<file path="config.mk">
export PLATFORM = sky130hd
export DESIGN_NAME = instruction_loader_flat
export DESIGN_NICKNAME = d
export VERILOG_FILES = /design/src/rtl/instruction_loader_pkg.sv /design/src/rtl/instruction_loader_if.sv /design/src/rtl/instruction_loader_word_assembler.sv /design/src/rtl/instruction_loader.sv /design/src/flat_wrapper.sv
export SDC_FILE = /design/constraint.sdc
export NUM_CORES = 1
export LEC_CHECK = 0
export CORE_MARGIN = 3
export CORE_UTILIZATION = 53
export CTS_BUF_LIST = sky130_fd_sc_hd__clkbuf_16
export DETAILED_ROUTE_END_ITERATION = 10
export HOLD_SLACK_MARGIN = 0.12
export PLACE_DENSITY = 0.89
export SLEW_MARGIN = 40
export SYNTH_ARGS = -nofsm -noshare
export SYNTH_HDL_FRONTEND = slang
export SYNTH_SLANG_ARGS = --single-unit
</file>
<file path="constraint.sdc">
create_clock -name clk -period 5.9 [get_ports clk]
set_input_delay 1.18 -clock clk [delete_from_list [all_inputs] [get_ports clk]]
set_output_delay 1.18 -clock clk [all_outputs]
set_load 0.02 [all_outputs]
</file>
<file path="src/rtl/instruction_loader_pkg.sv">
// instruction_loader_pkg: shared state type and constants for the boot-time instruction loader
package instruction_loader_pkg;
  typedef enum logic {LOAD, RUN} state_t;
  localparam int BCNT_W = 2;
  localparam logic [31:0] TERMINATOR_DEFAULT = 32'hFFFF_FFFF;
endpackage

</file>
<file path="src/rtl/instruction_loader_if.sv">
// instruction_loader_if: UART byte input, CPU store path and instruction-memory write port
interface instruction_loader_if;
  logic        rx_valid;
  logic [7:0]  rx_data;
  logic        cpu_write_enable;
  logic [15:0] cpu_address;
  logic [31:0] cpu_write_data;
  logic        mem_write_enable;
  logic [15:0] mem_address;
  logic [31:0] mem_write_data;
  logic        cpu_stall;
  logic        load_done;
  logic [15:0] word_count;
  logic        overflow;
  modport master (
    output rx_valid, rx_data, cpu_write_enable, cpu_address, cpu_write_data,
    input  mem_write_enable, mem_address, mem_write_data, cpu_stall, load_done, word_count, overflow
  );
  modport slave (
    input  rx_valid, rx_data, cpu_write_enable, cpu_address, cpu_write_data,
    output mem_write_enable, mem_address, mem_write_data, cpu_stall, load_done, word_count, overflow
  );
endinterface

</file>
<file path="src/rtl/instruction_loader_word_assembler.sv">
// word_assembler: packs UART bytes big-endian into 32-bit words, discarding a stalled partial word
module word_assembler
  import instruction_loader_pkg::*;
#(
  parameter int TIMEOUT = 1_000_000
) (
  input  logic        clk,
  input  logic        reset,
  input  logic        i_en,
  input  logic        i_valid,
  input  logic [7:0]  i_data,
  output logic        o_word_valid,
  output logic [31:0] o_word
);
  localparam int IW = $clog2(TIMEOUT + 1);
  logic [23:0]       r_shift;
  logic [BCNT_W-1:0] r_bcnt;
  logic [IW-1:0]     r_idle;
  logic              w_rx;
  logic              w_idle;
  logic              w_expire;
  always_comb begin
    w_rx         = i_en & i_valid;
    w_idle       = i_en & ~i_valid & (r_bcnt != '0);
    w_expire     = w_idle & (r_idle == IW'(TIMEOUT - 1));
    o_word_valid = w_rx & (r_bcnt == BCNT_W'(3));
    o_word       = {r_shift, i_data};
  end
  // the shift register needs no clear: three new bytes fully overwrite any stale partial word
  always_ff @(posedge clk or posedge reset)
    if (reset) begin
      r_shift <= '0;
      r_bcnt  <= '0;
      r_idle  <= '0;
    end else if (w_rx) begin
      r_shift <= {r_shift[15:0], i_data};
      r_bcnt  <= r_bcnt + 1'b1;
      r_idle  <= '0;
    end else if (w_expire) begin
      r_bcnt  <= '0;
      r_idle  <= '0;
    end else if (w_idle)
      r_idle  <= r_idle + 1'b1;
endmodule

</file>
<file path="src/rtl/instruction_loader.sv">
// instruction_loader: owns the instruction-memory port at boot, then hands it to the CPU store path
module instruction_loader
  import instruction_loader_pkg::*;
#(
  parameter logic [15:0] ADDR_BASE  = 16'h0000,
  parameter int          DEPTH      = 16384,
  parameter logic [31:0] TERMINATOR = TERMINATOR_DEFAULT,
  parameter int          TIMEOUT    = 1_000_000
) (
  input logic                 clk,
  input logic                 reset,
  instruction_loader_if.slave bus
);
  state_t      r_state;
  state_t      w_next;
  logic        w_word_valid;
  logic [31:0] w_word;
  logic        w_term;
  logic        w_room;
  logic        w_wr;
  logic        r_we;
  logic [15:0] r_addr;
  logic [31:0] r_data;
  logic [15:0] r_count;
  logic        r_ovf;
  word_assembler #(.TIMEOUT(TIMEOUT)) u_asm (
    .clk          (clk),
    .reset        (reset),
    .i_en         (r_state == LOAD),
    .i_valid      (bus.rx_valid),
    .i_data       (bus.rx_data),
    .o_word_valid (w_word_valid),
    .o_word       (w_word)
  );
  always_ff @(posedge clk or posedge reset)
    if (reset) r_state <= LOAD;
    else       r_state <= w_next;
  always_comb begin
    w_term = w_word_valid & (w_word == TERMINATOR);
    w_room = 32'(r_count) < 32'(DEPTH);
    w_wr   = w_word_valid & ~w_term & w_room;
    w_next = (r_state == LOAD && w_term) ? RUN : r_state;
  end
  // in RUN the port registers simply mirror the CPU store path with one cycle of latency
  always_ff @(posedge clk or posedge reset)
    if (reset) begin
      r_we    <= 1'b0;
      r_addr  <= '0;
      r_data  <= '0;
      r_count <= '0;
      r_ovf   <= 1'b0;
    end else if (r_state == RUN) begin
      r_we    <= bus.cpu_write_enable;
      r_addr  <= bus.cpu_address;
      r_data  <= bus.cpu_write_data;
    end else begin
      r_we <= w_wr;
      if (w_wr) begin
        r_addr  <= ADDR_BASE + r_count;
        r_data  <= w_word;
        r_count <= r_count + 1'b1;
      end
      if (w_word_valid & ~w_term & ~w_room) r_ovf <= 1'b1;
    end
  always_comb begin
    bus.cpu_stall        = r_state == LOAD;
    bus.load_done        = r_state == RUN;
    bus.mem_write_enable = r_we;
    bus.mem_address      = r_addr;
    bus.mem_write_data   = r_data;
    bus.word_count       = r_count;
    bus.overflow         = r_ovf;
  end
endmodule
</file>
<file path="src/flat_wrapper.sv">
// flat-port wrapper written by rule: the top's interface ports become plain ports
module instruction_loader_flat import instruction_loader_pkg::*;
#(
  parameter logic [15:0] ADDR_BASE  = 16'h0000,
  parameter int          DEPTH      = 16384,
  parameter logic [31:0] TERMINATOR = TERMINATOR_DEFAULT,
  parameter int          TIMEOUT    = 1_000_000
)
  (clk, reset, bus_rx_valid, bus_rx_data, bus_cpu_write_enable, bus_cpu_address, bus_cpu_write_data, bus_mem_write_enable, bus_mem_address, bus_mem_write_data, bus_cpu_stall, bus_load_done, bus_word_count, bus_overflow);
  instruction_loader_if bus_i ();
  input logic clk;
  input logic reset;
  input wire logic [$bits(bus_i.rx_valid)-1:0] bus_rx_valid;
  input wire logic [$bits(bus_i.rx_data)-1:0] bus_rx_data;
  input wire logic [$bits(bus_i.cpu_write_enable)-1:0] bus_cpu_write_enable;
  input wire logic [$bits(bus_i.cpu_address)-1:0] bus_cpu_address;
  input wire logic [$bits(bus_i.cpu_write_data)-1:0] bus_cpu_write_data;
  output wire logic [$bits(bus_i.mem_write_enable)-1:0] bus_mem_write_enable;
  output wire logic [$bits(bus_i.mem_address)-1:0] bus_mem_address;
  output wire logic [$bits(bus_i.mem_write_data)-1:0] bus_mem_write_data;
  output wire logic [$bits(bus_i.cpu_stall)-1:0] bus_cpu_stall;
  output wire logic [$bits(bus_i.load_done)-1:0] bus_load_done;
  output wire logic [$bits(bus_i.word_count)-1:0] bus_word_count;
  output wire logic [$bits(bus_i.overflow)-1:0] bus_overflow;
  assign bus_i.rx_valid = bus_rx_valid;
  assign bus_i.rx_data = bus_rx_data;
  assign bus_i.cpu_write_enable = bus_cpu_write_enable;
  assign bus_i.cpu_address = bus_cpu_address;
  assign bus_i.cpu_write_data = bus_cpu_write_data;
  assign bus_mem_write_enable = bus_i.mem_write_enable;
  assign bus_mem_address = bus_i.mem_address;
  assign bus_mem_write_data = bus_i.mem_write_data;
  assign bus_cpu_stall = bus_i.cpu_stall;
  assign bus_load_done = bus_i.load_done;
  assign bus_word_count = bus_i.word_count;
  assign bus_overflow = bus_i.overflow;
  instruction_loader #(.ADDR_BASE(ADDR_BASE), .DEPTH(DEPTH), .TERMINATOR(TERMINATOR), .TIMEOUT(TIMEOUT)) u_core (.clk(clk), .reset(reset), .bus(bus_i));
endmodule
</file>
==> metrics.txt <==
number of non-filler instances in the completed layout 737; standby leakage power 3.35 nW; most common cell after layout, fill and taps aside sky130_fd_sc_hd__clkdlybuf4s50_1; Clock Latency Late Sink 0.41 ns; slack of the critical path 2.34 ns; die area 0.0107 mm²; synthesized netlist net count 534; number of hold-repair buffers added at the cts stage 0; height of the die 104 µm; final-layout setup total negative slack 0 ns; VDD IR max 0.184 mV; share of total power in the clock network 0.535; post-synthesis area per instance 10.7 µm²; min Tclk post-route 3.56 ns; Internal 1.63 mW; worst hold path cell count 1; Critical Setup Path Class in2reg; buffers from clock root to sink, at most 2; count of endpoints failing hold in the final timing report 0; Hold Startpoint u_core.bus.mem_write_data[31]; fraction of layout cells with a size suffix above 1 0.0769; number of nets still failing antenna checks after routing 0; critical-path maximum fanout 26; sink count of the clock tree 113; P&R area growth vs syn 40.5%; # H-tree levels 4; starting density of the core 0.562; Seq pwr share 0.391; Max Slew Vio Count 0; number of distinct standard cells referenced by the synthesized netlist 43; count of warnings emitted by yosys 0; final setup skew 0.0100 ns; Crit Reg-Reg Endpoint u_core.bus.mem_write_data[12]; cell count after placement 705; end of the worst hold path u_core.bus.mem_write_data[31]; detail-routed via count per cell 5.91; Die W 104 µm; GRT Total Usage 0.265; Hold/Removal Path Class reg2reg; total CTS buffers 17; total number of nets in the final design 662; switching power 0.447 mW; number of top-level pins 128; Max Cap Violations 0; total core area 0.00898 mm²; Setup crit end kind register; routed wirelength normalized by instance count 19.0 µm; # resized after CTS 0; clock transition time at the flip-flop clock pins of the worst setup and hold paths 0.05 ns; count of input and output buffers 127; routed via count 4353; slew at the pin closest to its max-slew limit 0.730 ns; TritonRoute pass-1 iters 5; root cell of the clock tree sky130_fd_sc_hd__clkbuf_16; drt first-iter violations 244; number of buffers inserted to repair setup after CTS 0; data required time of the critical path 6.19 ns; setup slack at placement 1.98 ns; dpl hpwl 8.96 mm; number of rows created at floorplan 34; net switching share of the total power 0.215; post-synthesis sequential element count 113; Setup violations, final 0; final routed wirelength across all metal layers 14.0 mm; gate count after technology mapping 470; clock tree from TritonCTS done; number of antenna diodes 0; vias in the first global route 4488; result of the run completed; pwr/cell area 293 mW/mm²; overflow left after global routing 0; worst reg-to-reg path cell count 8; share of the clock period used by the worst path after layout 0.603; initial antenna violation count 0; Tot Pwr 2.08 mW; combinational share of power 0.074; post-route DRC violation count 0; Mapped Area 0.00504 mm²; critical path launch point type primary input; share of the yosys chip area belonging to registers 0.561; routability-driven placement congestion ratio 0.839; pin count of the biggest net entering global routing 76; peak clock frequency supported by timing 281 MHz; setup slack, reg-to-reg 2.86 ns; worst path arrival time 3.85 ns; global-route wire length before repair 23.0 mm; Worst R2R Start u_core.bus.load_done; worst slew margin relative to its limit 0.507; unrepaired setup endpoints after global routing no; highest-count cells in the layout ignoring fill and taps 127 x sky130_fd_sc_hd__clkdlybuf4s50_1, 112 x sky130_fd_sc_hd__dfrtp_1, 93 x sky130_fd_sc_hd__nand2_1
## through the flow
step,utilization,hold slack (ns),cell area (µm²)
after global routing,0.789,0.482,7080
after global placement,0.713,0.453,6400
after detailed placement,0.717,0.464,6440
final,0.789,0.471,7080
after CTS,0.789,0.476,7080
after floorplan,-,0.442,5040
## Yosys cell counts, drive strengths merged
master	n	area, µm²
nand4	15	93.8
xnor2	13	114
ha	4	50.1
nor2b	2	12.5
o21ai	3	15.0
and4	4	35.0
nand2b	2	12.5
a21oi	2	10.0
xor2	15	131
or2	2	12.5
nand3	13	65.1
a31oi	3	18.8
dfrtp	113	2830
mux2	2	22.5
nor4b	2	17.5
o21bai	1	7.51
nand2	95	359
nor3b	2	15.0
o311ai	1	8.76
inv	8	30.0
a22o	48	420
and3	7	43.8
clkbuf	12	45.0
or4b	1	10.0
nor2	18	70.1
mux2i	1	10.0
or3	1	6.26
o31ai	1	7.51
a21o	48	360
nand4b	1	8.76
a22oi	1	7.51
nor4	5	43.8
buf	12	63.8
or4	1	7.51
nor3	10	50.1
a2111oi	1	27.5
## state kept, by name (all words and copies together) (netlist names)
signal,cells
u_core.bus.word_count,16
u_core.bus.mem_write_data,32
u_core.bus.mem_write_enable,1
u_core.bus.load_done,1
u_core.u_asm.r_idle,20
u_core.bus.overflow,1
u_core.u_asm.r_shift,24
u_core.u_asm.r_bcnt,2
u_core.bus.mem_address,16
## routing by layer
metal	up-vias	wire length, µm	GRT usage
met1	2185	5510	0.324
met2	214	7270	0.461
met5	-	0	0
li1	1931	-	-
met4	0	176	0.0836
met3	23	1070	0.0697
## worst max path at each step
stage / startpoint / to / slack [ns]
finish: bus_rx_valid / u_core.bus.mem_write_data[12] / 2.34
global route: bus_rx_valid / u_core.bus.mem_write_data[12] / 2.20
CTS: bus_rx_valid / u_core.bus.mem_write_data[12] / 2.36
detailed placement: bus_rx_valid / u_core.bus.mem_write_data[12] / 1.98
global placement: bus_rx_valid / u_core.bus.mem_write_data[7] / 1.99
floorplan: reset / u_core.bus.load_done / 1.73
## cells by family after synthesis
kind of cell | Yosys count | synth area share
simple gates | 181 | 0.171
flops | 113 | 0.561
compound gates | 109 | 0.175
buf+inv | 32 | 0.0275
xor+xnor | 28 | 0.0486
fa+ha+maj | 4 | 0.00993
mux | 3 | 0.00645
## power by group through the flow
stage | Sequential [mW] | Clock [mW] | Combinational [mW]
2_1_floorplan | 0.842 | 0 | 0.0437
3_3_place_gp | 0.822 | 0 | 0.150
3_5_place_dp | 0.823 | 0 | 0.154
4_1_cts | 0.810 | 1.11 | 0.156
5_1_grt | 0.812 | 1.15 | 0.164
6_report | 0.811 | 1.11 | 0.154
## area by class of cell
class,instances,area (µm²)
fill,516,1900
sequential,113,2830
inverter,8,35.0
timing repair buffer,133,1330
clock buffer,17,425
tap,126,158
clock inverter,15,215
multi-input combinational,325,2080
## critical path, stage by stage
cell and delay, ns:
sky130_fd_sc_hd__clkdlybuf4s50_1 0.53, sky130_fd_sc_hd__nor2b_2 0.16, sky130_fd_sc_hd__buf_4 0.29, sky130_fd_sc_hd__nand2_2 0.16, sky130_fd_sc_hd__a2111oi_4 0.64, sky130_fd_sc_hd__buf_4 0.35
sky130_fd_sc_hd__nor2_4 0.11, sky130_fd_sc_hd__buf_8 0.21, sky130_fd_sc_hd__a21o_1 0.20
(Power assumes the default switching activity.)
